### config.mk
export PLATFORM = sky130hd
export DESIGN_NAME = mux_8_1_rr_v
export DESIGN_NICKNAME = d
export VERILOG_FILES = /design/src/rtl/mux_pkg_v.sv /design/src/rtl/rr_arbiter_8_v.sv /design/src/rtl/mux_8_1_rr_v.sv
export SDC_FILE = /design/constraint.sdc
export NUM_CORES = 1
export LEC_CHECK = 0
export CAP_MARGIN = 5
export CORE_UTILIZATION = 45
export CTS_CLUSTER_DIAMETER = 200
export DETAILED_ROUTE_END_ITERATION = 7
export GPL_ROUTABILITY_DRIVEN = 1
export GPL_TIMING_DRIVEN = 0
export PLACE_DENSITY = 0.85
export REMOVE_ABC_BUFFERS = 1
export SYNTH_ARGS = -nofsm -noshare
export SYNTH_HDL_FRONTEND = slang
export SYNTH_SLANG_ARGS = --single-unit
### constraint.sdc
create_clock -name i_clk -period 10.1 [get_ports i_clk]
set_input_delay 3.03 -clock i_clk [delete_from_list [all_inputs] [get_ports i_clk]]
set_output_delay 3.03 -clock i_clk [all_outputs]
set_load 0.05 [all_outputs]
### src/rtl/mux_pkg_v.sv
// Shared constants and one-hot helpers for the 8:1 round-robin collector.
// The select code uses the same one-hot format that the 1:8 demux consumes.
package mux_pkg_v;

    localparam int NUM_CH = 8;
    localparam int SEL_W  = 8;

    function automatic logic [SEL_W-1:0] onehot8(input logic [2:0] idx);
        onehot8 = 8'b0000_0001 << idx;
    endfunction

    // Lowest set bit wins; a zero code maps to index 0.
    function automatic logic [2:0] onehot_to_idx(input logic [SEL_W-1:0] code);
        logic [2:0] v_idx;
        v_idx = 3'd0;
        for (int i = NUM_CH - 1; i >= 0; i--) begin
            if (code[i]) begin
                v_idx = 3'(i);
            end else begin
                v_idx = v_idx;
            end
        end
        onehot_to_idx = v_idx;
    endfunction

endpackage

### src/rtl/rr_arbiter_8_v.sv
// Combinational 8-way round-robin arbiter.
// The search starts one lane past the last grant and wraps modulo 8.
module rr_arbiter_8_v
    import mux_pkg_v::*;
(
    input  logic [NUM_CH-1:0] i_req,
    input  logic [2:0]        i_last_grant,
    input  logic              i_en,
    output logic [NUM_CH-1:0] o_grant,
    output logic [2:0]        o_idx
);

    logic       w_found;
    logic [2:0] w_cand;
    logic [2:0] w_win;

    // Find the first requesting lane after the last grant.
    always_comb begin
        w_found = 1'b0;
        w_cand  = 3'd0;
        w_win   = 3'd0;
        for (int i = 1; i <= NUM_CH; i++) begin
            w_cand = i_last_grant + 3'(i);
            if (!w_found && i_req[w_cand]) begin
                w_found = 1'b1;
                w_win   = w_cand;
            end else begin
                w_found = w_found;
            end
        end
    end

    // Grant only when the output register can take the word.
    always_comb begin
        o_idx = w_win;
        if (i_en && w_found) begin
            o_grant = onehot8(w_win);
        end else begin
            o_grant = 8'h00;
        end
    end

endmodule

### src/rtl/mux_8_1_rr_v.sv
// 8:1 round-robin collector: merges 8 valid/ready lanes into one registered
// output word tagged with the one-hot code of its source lane.
module mux_8_1_rr_v
    import mux_pkg_v::*;
#(
    parameter int DATA_W = 8
) (
    input  logic                     i_clk,
    input  logic                     i_rst_n,
    input  logic [NUM_CH-1:0]        i_valid,
    input  logic [NUM_CH*DATA_W-1:0] i_data,
    output logic [NUM_CH-1:0]        o_ready,
    output logic                     o_valid,
    output logic [DATA_W-1:0]        o_data,
    output logic [SEL_W-1:0]         o_sel_code,
    input  logic                     i_ready
);

    logic              r_valid;
    logic [DATA_W-1:0] r_data;
    logic [SEL_W-1:0]  r_sel;
    logic [2:0]        r_last_grant;

    logic              w_load_en;
    logic              w_arb_en;
    logic [NUM_CH-1:0] w_grant;
    logic [2:0]        w_idx;
    logic [DATA_W-1:0] w_lane_data;

    // The output slot is free when empty or being drained this cycle.
    assign w_load_en = ~r_valid | i_ready;
    assign w_arb_en  = w_load_en & i_rst_n;

    rr_arbiter_8_v u_arb (
        .i_req        (i_valid),
        .i_last_grant (r_last_grant),
        .i_en         (w_arb_en),
        .o_grant      (w_grant),
        .o_idx        (w_idx)
    );

    // Select the winning lane's word.
    always_comb begin
        w_lane_data = i_data[32'(w_idx) * DATA_W +: DATA_W];
    end

    assign o_ready    = w_grant;
    assign o_valid    = r_valid;
    assign o_data     = r_data;
    assign o_sel_code = r_sel;

    // Output register and round-robin pointer; the pointer moves only on a grant.
    always_ff @(posedge i_clk) begin
        if (!i_rst_n) begin
            r_valid      <= 1'b0;
            r_data       <= '0;
            r_sel        <= 8'h00;
            r_last_grant <= 3'd7;
        end else if (|w_grant) begin
            r_valid      <= 1'b1;
            r_data       <= w_lane_data;
            r_sel        <= w_grant;
            r_last_grant <= onehot_to_idx(w_grant);
        end else if (r_valid && i_ready) begin
            r_valid      <= 1'b0;
            r_data       <= '0;
            r_sel        <= 8'h00;
            r_last_grant <= r_last_grant;
        end else begin
            r_valid      <= r_valid;
            r_data       <= r_data;
            r_sel        <= r_sel;
            r_last_grant <= r_last_grant;
        end
    end

endmodule

Word-level counts from Yosys, hierarchy flattened:

Index checks and enable logic that the tools add are counted.

* output and inout port bits: 25
* input bits: 75
* flip-flop bits (word level): 20

* muxes and demuxes: 46
* add/subtract/negate cells: 7
* reductions and logical operators: 18
* shifts and indexed selects: 2
* bitwise operators: 3
* $lt $le $gt $ge: 8

Operators with widths (number)
* $shiftx A64 B7 Y8: 1
* $mux W3: 16
* $lt A3 B4 Y1 const B: 8
* $mux W8: 4
* $bmux W1 S3: 8
* $mux W1: 18
* $add A3 B3 Y3 const B: 4
* $logic_and A1 B1 Y1: 9
* $reduce_or A8 Y1: 1
* $shl A1 B3 Y8 const A: 1
* $logic_not A1 Y1: 7
* $add A3 B2 Y3 const B: 2
* $add A3 B1 Y3 const B: 1
* $reduce_bool A2 Y1: 1
* $and A1 B1 Y1: 1
* $not A1 Y1: 1
* $or A1 B1 Y1: 1

Depth between registers and ports, before layout:

Gate-level depths: netlist of run 1.

* depth after elaboration: 35
* gate-level depth with buffers: 19
* gate-level depth less buffers: 11

Modules after synthesis:

From an unflattened synthesis of run 1, not the netlist that was laid out.

* cells, all modules: 229
* area total of the unflattened synthesis: 2413.6 µm²

Modules (own cells, without submodules)
* mux_8_1_rr_v: times used 1, area each 1311.3 µm², cells an instance 107
* rr_arbiter_8_v: times used 1, area each 1102.3 µm², cells an instance 122

Worst setup path before layout of run 1:

OpenSTA, ideal clock, no wires.

* path kind: input to output
* start point: in i_valid[7]
* end point: out o_ready[2]
* slack: 1.288 ns
* path buffers: 1
* stages on the path: 9
* data arrival time: 5.782 ns
* path through: mux4_2 -> mux2_2 -> nand4bb_1 -> buf_2 -> nor4_2 -> a211oi_4 -> nor2_1 -> nand2_1 -> nor2_1

* cells in the longest elaborated chain, start to end: 26

Ends and longest elaborated chain
* start: declaration: RTL line mux_8_1_rr_v.sv:10 `input logic [NUM_CH-1:0] i_valid,`
* $bmux W1 S3: RTL line rr_arbiter_8_v.sv:24 `if (!w_found && i_req[w_cand]) begin`
* $mux W1 (implied by the code): RTL line rr_arbiter_8_v.sv:24
* $mux W1: RTL line rr_arbiter_8_v.sv:24
* $logic_not A1 Y1: RTL line rr_arbiter_8_v.sv:24
* $logic_and A1 B1 Y1: RTL line rr_arbiter_8_v.sv:24
* $mux W1: RTL line rr_arbiter_8_v.sv:24
* $logic_not A1 Y1: RTL line rr_arbiter_8_v.sv:24
* $logic_and A1 B1 Y1: RTL line rr_arbiter_8_v.sv:24
* (+10 left out)
* $logic_not A1 Y1: RTL line rr_arbiter_8_v.sv:24
* $logic_and A1 B1 Y1: RTL line rr_arbiter_8_v.sv:24
* $mux W1: RTL line rr_arbiter_8_v.sv:24
* $logic_not A1 Y1: RTL line rr_arbiter_8_v.sv:24
* $logic_and A1 B1 Y1: RTL line rr_arbiter_8_v.sv:24
* $mux W3 / $mux W1 (equally long branches): RTL line rr_arbiter_8_v.sv:24
* $shl A1 B3 Y8 / $logic_and A1 B1 Y1 (equally long branches): RTL line mux_pkg_v.sv:9, rr_arbiter_8_v.sv:36
* $mux W8 (*): RTL line rr_arbiter_8_v.sv:36 `if (i_en && w_found) begin`
* end: declaration: RTL line mux_8_1_rr_v.sv:12 `output logic [NUM_CH-1:0] o_ready,`

Mark *: on every way between the ends. The rest lies on a longest branch, timed or not. The select of a mux whose other input is x is not followed.

Worst setup path in the final report of run 1:

* start point: in i_valid[5]
* end point: out o_ready[3]

The elaborated chain is that of the path after synthesis.

==> results of run 1 <==
what timing repair did:
item / 4_1_cts / 5_1_grt
setup buffers: 0 / 0
cloned: 1 / 0
gates resized for setup: 5 / 6
setup endpoints to repair: 8 / 5
pin swaps: 1 / 0
tightest hold or removal path, stage by stage (launching register included):
cell and delay, ns:
dfxtp_1 0.32, nand2_1 0.05, a21oi_1 0.06
placed cells by master, fill, tap and decap left out, drive strengths merged, types with 8 or more instances in the layout:
| cell type | Yosys | routed |
|---|---|---|
| dfxtp | 20 | 20 |
| a22oi | 8 | 8 |
| nand2 | 14 | 14 |
| nor2 | 23 | 23 |
| clkdlybuf4s50 | 0 | 94 |
| mux2i | 44 | 44 |
| a21oi | 11 | 11 |
| o221ai | 9 | 9 |
| inv | 12 | 12 |
| mux2 | 9 | 9 |
how the worst max path moves through the flow:
stage	startpoint	to	slack [ns]
floorplan	i_valid[7]	o_ready[6]	0.53
global placement	i_valid[7]	o_ready[7]	-0.95
detailed placement	i_valid[5]	o_ready[6]	-0.95
CTS	i_valid[5]	o_ready[6]	0.03
global route	i_valid[7]	o_ready[0]	0.02
finish	i_valid[5]	o_ready[3]	0.22
logic make-up after synthesis:
kind of cell,Yosys count,share of synthesized area
and+or+nand+nor,63,0.147
muxes,59,0.313
DFF,20,0.185
adders and majority gates,2,0.0116
AOI/OAI and AO/OA,69,0.250
buffers and inverters,30,0.0735
xor gates and xnor gates,4,0.0197
metal layers:
metal / share of wire / wire, um
met2: 0.51 / 3420
met5: 0 / 0
met3: 0.065 / 435
met4: 0.019 / 129
met1: 0.41 / 2750
registers in the layout (all words and copies together), names as in the netlist:
| name | cells |
|---|---|
| o_valid | 1 |
| r_last_grant | 3 |
| o_data | 8 |
| o_sel_code | 8 |
power by group:
part	switching (mW)	total, mW	internal, mW
registers	0.0369	0.147	0.110
logic	0.697	1.20	0.507
clock network	0.0259	0.0525	0.0266
cell type report:
cell class,count,area (um^2)
multi-input combinational,198,1650
fill,355,1270
clock buffer,3,41.3
sequential,20,400
timing repair buffer,99,1000
tap,52,65.1
inverter,12,45.0
metrics by stage:
step / total power, mW / cell area [um^2] / hold WS [ns] / std cells
floorplan: 1.04 / 2050 / 0.671 / 229
global placement: 1.29 / 3110 / 0.448 / 380
CTS: 1.40 / 3180 / 0.469 / 384
global route: 1.49 / 3200 / 0.493 / 384
detailed placement: 1.31 / 3110 / 0.460 / 380
finish: 1.40 / 3200 / 0.472 / 384
==> flow_metrics.py, run 1 <==
metrics = {
    "logic_synthesis": {
        "yosys-top-cells-count": "mux2i_1, nor2_1, dfxtp_1, nand2_1, inv_1",
        "syn_inst": 247,
        "ys_types": 49,
        "synth_flop_cell": "dfxtp_1",
        "yosys_warnings": 0,
        "syn_area_um2": 2160,
        "async_flop_share": 0,
        "synth_seq_area_share": 0.185,
        "synth_area_leaders": "mux2i_1, dfxtp_1, mux4_2",
        "ys_ff_latch": 20,
        "synth_top_cell_by_area": "mux2i_1",
        "avgSynthCellArea_um2": 8.76,
        "synth_most_common_cell": "mux2i_1",
        "synth_edf_count": 0,
        "netlist.area_leader.share": 0.204,
    },
    "setup_path": {
        "worstReg2RegStart": "r_last_grant[0]$_SDFFE_PN1P_",
        "crit_top_cell": "clkdlybuf4s50_1",
        "cp_slowest_cell": "clkdlybuf4s50_1",
        "worst_path_dominant_cell_family": "buffers and inverters",
        "reg2reg_depth": 11,
        "crit_arrival_ns": 6.85,
        "path_depth": 9,
        "crit_buf_inv": 3,
        "path_max_fanout": 11,
        "start_kind": "input port",
        "reg2reg_to": "o_data[3]$_SDFFE_PN0P_",
        "critPathKind": "input port to output port",
        "end_kind": "output port",
        "r2r_slack_ns": 4.91,
        "crit_required_ns": 7.07,
        "path_cells": "clkdlybuf4s50_1 -> mux4_2 -> mux2_2 -> nand4bb_1 -> a211o_1 -> a31oi_4 -> inv_1 -> nor2_1 -> clkdlybuf4s50_1",
        "critical-path-max-stage-delay_ns": 0.82,
    },
    "sta": {
        "clock.fmax_mhz": 101,
        "period_needed_ns": 9.88,
        "setup_tns_ns": 0,
        "post-route-period-util": 0.978,
        "finalHoldViolations": 0,
        "rsz0062_at_grt": "no",
        "relSlewSlack": 0.407,
        "setup-violations-final": 0,
        "tightestPinTransition_ns": 0.888,
        "maxSlewViolCount": 0,
        "fin_skew_ns": 0.00662,
        "layout_setup_ws_ns": 0.225,
    },
    "floorplanning": {
        "die_w_um": 71.3,
        "io_pins": 100,
        "dieHeight_um": 71.3,
        "die_area_um2": 5090,
        "rows": 24,
        "start_util": 0.484,
        "core_area_um2": 4470,
    },
    "place": {
        "port_buffers": 99,
        "dp_hpwl_um": 5210,
        "preCtsSetupSlack_ns": -0.953,
        "gp_congestion": 0.927,
    },
    "drt": {
        "wire_per_inst_um": 17.5,
        "via_per_inst": 6.05,
        "drc": 0,
        "antenna_left": 0,
        "routed-via-count": 2324,
        "drt_iter0_drc": 165,
        "drtPass1Iterations": 4,
        "routed_wl_um": 6730,
    },
    "clock_network": {
        "cts_sinks": 20,
        "cts.clk_slew.worst_paths_ns": 0.07,
        "htree_levels": 1,
        "cts_hold_repair.buffers": 0,
        "clkLatencyLatePin_ns": 0.26,
        "root_buffer": "clkbuf_8",
        "clockBufferDepth": 2,
        "cts_buffers": 3,
        "cts_tree": "done",
    },
    "global_routing": {
        "use_met2": 0.463,
        "antenna_found_initial": 0,
        "grt_overflow": 0,
        "grt_busiest_layer": "met2",
        "grt_first_pass_wirelength_um": 10700,
        "met1_usage": 0.326,
        "grt_pass1_vias": 2270,
        "global_route.usage.met3": 0.0633,
        "grt_max_degree": 29,
        "grt_use_total": 0.268,
    },
    "power": {
        "leakagePower_nw": 1.35,
        "vdd_drop_max_mv": 0.230,
        "powerDensity_nw_per_um2": 439,
    },
    "finish": {
        "final_util": 0.715,
        "num_antenna_cells": 0,
        "drive_gt1_frac": 0.0964,
        "syn_to_final_growth_pct": 47.9,
        "nets": 411,
    },
    "run": {
        "max_cap_viol_count": 0,
    },
    "hold_path": {
        "worstHoldStart": "o_sel_code[0]$_SDFFE_PN0P_",
        "hp-class": "flop to flop",
        "hold_path_depth": 2,
        "hold_end": "o_sel_code[0]$_SDFFE_PN0P_",
    },
    "run_status": {
        "outcome": "finished, final reports clean",
    },
}
(Power assumes the default switching activity.)
==> inputs of run 2 (changes only) <==
--- a/config.mk
+++ b/config.mk
@@ -5,13 +5,15 @@
 export SDC_FILE = /design/constraint.sdc
 export NUM_CORES = 1
 export LEC_CHECK = 0
+export ABC_AREA = 1
 export CAP_MARGIN = 5
-export CORE_UTILIZATION = 45
+export CORE_UTILIZATION = 46
 export CTS_CLUSTER_DIAMETER = 200
 export DETAILED_ROUTE_END_ITERATION = 7
 export GPL_ROUTABILITY_DRIVEN = 1
-export GPL_TIMING_DRIVEN = 0
-export PLACE_DENSITY = 0.85
+export GPL_TIMING_DRIVEN = 1
+export PLACE_DENSITY = 0.86
+export RECOVER_POWER = 25
 export REMOVE_ABC_BUFFERS = 1
 export SYNTH_ARGS = -nofsm -noshare
 export SYNTH_HDL_FRONTEND = slang
==> flow_metrics.py, run 2 <==
metrics = {
    "setup_path": {
        "critical-path-max-stage-delay_ns": 0.81,
        "worst_path_dominant_cell_family": "simple AND/OR/NAND/NOR gates",
        "crit_path_start": "i_valid[6]",
        "path_cells": "clkdlybuf4s50_1 -> nand2_1 -> nand3_1 -> nand3_2 -> nand2_2 -> inv_1 -> nand3_1 -> nand2_1 -> nand2_1 -> inv_1 -> nor2_1 -> nand3_2 -> nand2_4 -> inv_4 -> nor2_1 -> nand2_1 -> inv_1 -> clkdlybuf4s50_1",
        "critPathKind": "input port to output port",
        "crit_arrival_ns": 6.32,
        "end_kind": "output port",
        "r2r_slack_ns": 6.14,
        "reg2reg_to": "o_data[7]$_SDFFE_PN0P_",
        "crit_end": "o_ready[4]",
        "worstReg2RegStart": "r_last_grant[1]$_SDFFE_PN1P_",
        "cp_slowest_cell": "clkdlybuf4s50_1",
        "path_max_fanout": 55,
        "crit_buf_inv": 6,
        "path_depth": 18,
        "reg2reg_depth": 21,
        "crit_top_cell": "nand2_1",
        "start_kind": "input port",
        "crit_required_ns": 7.07,
    },
    "global_routing": {
        "grt_first_pass_wirelength_um": 11000,
        "antenna_found_initial": 0,
        "grt_max_degree": 56,
        "grt_overflow": 0,
        "grt_use_total": 0.258,
        "grt_pass1_vias": 2477,
    },
    "clock_network": {
        "cts_buffers": 3,
        "cts.clk_slew.worst_paths_ns": 0.08,
        "cts_tree": "done",
        "clockBufferDepth": 2,
        "cts_hold_repair.buffers": 0,
        "htree_levels": 1,
        "postCtsResizedCells": 0,
        "cts_setup_buffers": 0,
        "root_buffer": "clkbuf_8",
        "clkLatencyLatePin_ns": 0.26,
        "cts_sinks": 20,
    },
    "logic_synthesis": {
        "synth_top_family_by_area": "simple AND/OR/NAND/NOR gates",
        "synth-xor-area-share": 0.0181,
        "synth_seq_area_share": 0.176,
        "synthMuxAreaShare": 0,
        "synth_top_cell_by_area": "nand2_1",
        "syn_inst": 405,
        "netlist.area_leader.share": 0.227,
        "synth_most_common_cell": "nand2_1",
        "async_flop_share": 0,
        "synth_area_leaders": "nand2_1, dfxtp_1, nand3_1",
        "synth-adder-area-share": 0.0110,
        "synth_compound_area_frac": 0.122,
        "ys_types": 37,
        "synth-simple-area-share": 0.490,
        "avgSynthCellArea_um2": 5.63,
        "yosys_warnings": 0,
        "yosys-top-cells-count": "nand2_1, inv_1, nand3_1, nor2_1, dfxtp_1",
        "syn_area_um2": 2280,
        "synth_edf_count": 0,
        "synth_flop_cell": "dfxtp_1",
        "ys_ff_latch": 20,
    },
    "finish": {
        "num_antenna_cells": 0,
        "n_fill_cell": 426,
        "syn_to_final_growth_pct": 43.9,
        "nets": 573,
        "final_cell_mix": "nand2_1, clkdlybuf4s50_1, inv_1",
        "drive_gt1_frac": 0.0768,
        "final_common_cell": "nand2_1",
    },
    "drt": {
        "drc": 0,
        "via_per_inst": 4.92,
        "wire_per_inst_um": 12.2,
        "antenna_left": 0,
        "routed-via-count": 2764,
        "routed_wl_um": 6870,
        "drt_iter0_drc": 92,
        "drtPass1Iterations": 4,
    },
    "sta": {
        "rsz0062_at_grt": "no",
        "setup_tns_ns": 0,
        "post-route-period-util": 0.926,
        "finalHoldViolations": 0,
        "tightestPinTransition_ns": 0.586,
        "maxSlewViolCount": 0,
        "period_needed_ns": 9.35,
        "relSlewSlack": 0.609,
        "setup-violations-final": 0,
        "clock.fmax_mhz": 107,
        "fin_skew_ns": 0.00219,
    },
    "floorplanning": {
        "rows": 25,
        "dieHeight_um": 72.4,
        "die_w_um": 72.4,
        "core_area_um2": 4750,
        "die_area_um2": 5240,
        "start_util": 0.480,
        "io_pins": 100,
    },
    "run": {
        "max_cap_viol_count": 0,
    },
    "hold_path": {
        "hp-class": "flop to flop",
    },
    "place": {
        "dp_hpwl_um": 5530,
        "port_buffers": 99,
        "gp_congestion": 0.992,
    },
    "run_status": {
        "outcome": "finished, final reports clean",
    },
}
-- run 2: changes by cell type after synthesis, sizes merged, moves of 9 or more --
cell and delta:
nand2 +128, mux2 -9, mux2i -44, nor2 +11, inv +55, o21ai +30, nand3 +52
-- run 2: how the worst min path moves through the flow --
stage | start | to | slack, ns | cells after the start
finish | o_sel_code[3]$_SDFFE_PN0P_ | o_sel_code[3]$_SDFFE_PN0P_ | 0.47 | 2
detailed placement | o_sel_code[3]$_SDFFE_PN0P_ | o_sel_code[3]$_SDFFE_PN0P_ | 0.46 | 2
CTS | o_sel_code[3]$_SDFFE_PN0P_ | o_sel_code[3]$_SDFFE_PN0P_ | 0.47 | 2
floorplan | o_sel_code[0]$_SDFFE_PN0P_ | o_sel_code[0]$_SDFFE_PN0P_ | 0.69 | 2
global route | o_sel_code[0]$_SDFFE_PN0P_ | o_sel_code[0]$_SDFFE_PN0P_ | 0.49 | 2
global placement | o_sel_code[7]$_SDFFE_PN0P_ | o_sel_code[7]$_SDFFE_PN0P_ | 0.46 | 2
-- run 2: cell families after synthesis --
group,count (synthesis)
AO/OA/AOI/OAI,50
buffers and inverters,85
flip-flops,20
adder cells (fa/ha/maj),2
XOR/XNOR,3
AND/OR/NAND/NOR,245
-- run 2: layout make-up --
class	count	area, um^2	share of cell area
clock buffer	4	55.1	0.0168
timing repair buffer	103	1020	0.311
sequential	20	400	0.122
inverter	68	259	0.0789
multi-input combinational	300	1460	0.446
tap	67	83.8	0.0255
-- run 2: stage by stage --
step                hold WS [ns]  instance area (um^2)  worst slack [ns]  cells   util
global placement           0.457                  3230             0.809    558  0.679
detailed placement         0.460                  3230             0.764    558  0.679
floorplan                  0.685                  2120              2.02    388      -
global route               0.492                  3280             0.404    562  0.691
finish                     0.467                  3280             0.752    562  0.691
CTS                        0.471                  3280             0.757    562  0.691
-- run 2: worst reg2reg max path, cell delays in order (launching register included) --
cell      delay [ns]
dfxtp_1         0.70
clkinv_2        0.27
ha_1            0.45
inv_1           0.23
nand3_1         0.16
nand3_2         0.12
nand2_2         0.08
nor2_4          0.17
nand4_4         0.11
nor2_4          0.16
nand3_2         0.12
nand2_1         0.11
nor2_1          0.06
nor2_2          0.40
buf_4           0.26
nand3b_1        0.09
nand2_1         0.09
inv_1           0.04
nand2_1         0.07
nand3_1         0.07
nand2_1         0.06
inv_1           0.04
-- run 2: routing by layer --
layer  wire [um]  vias up  global-route usage
li1            -     1446                   -
met3         507       10              0.0472
met5           0        -                   0
met2        3210      103               0.463
met1        3030     1205               0.313
met4         119        0              0.0719
Power of run 2 is not shown: default switching activity piles up to over one toggle a cycle in this logic, so the estimate is an artifact.
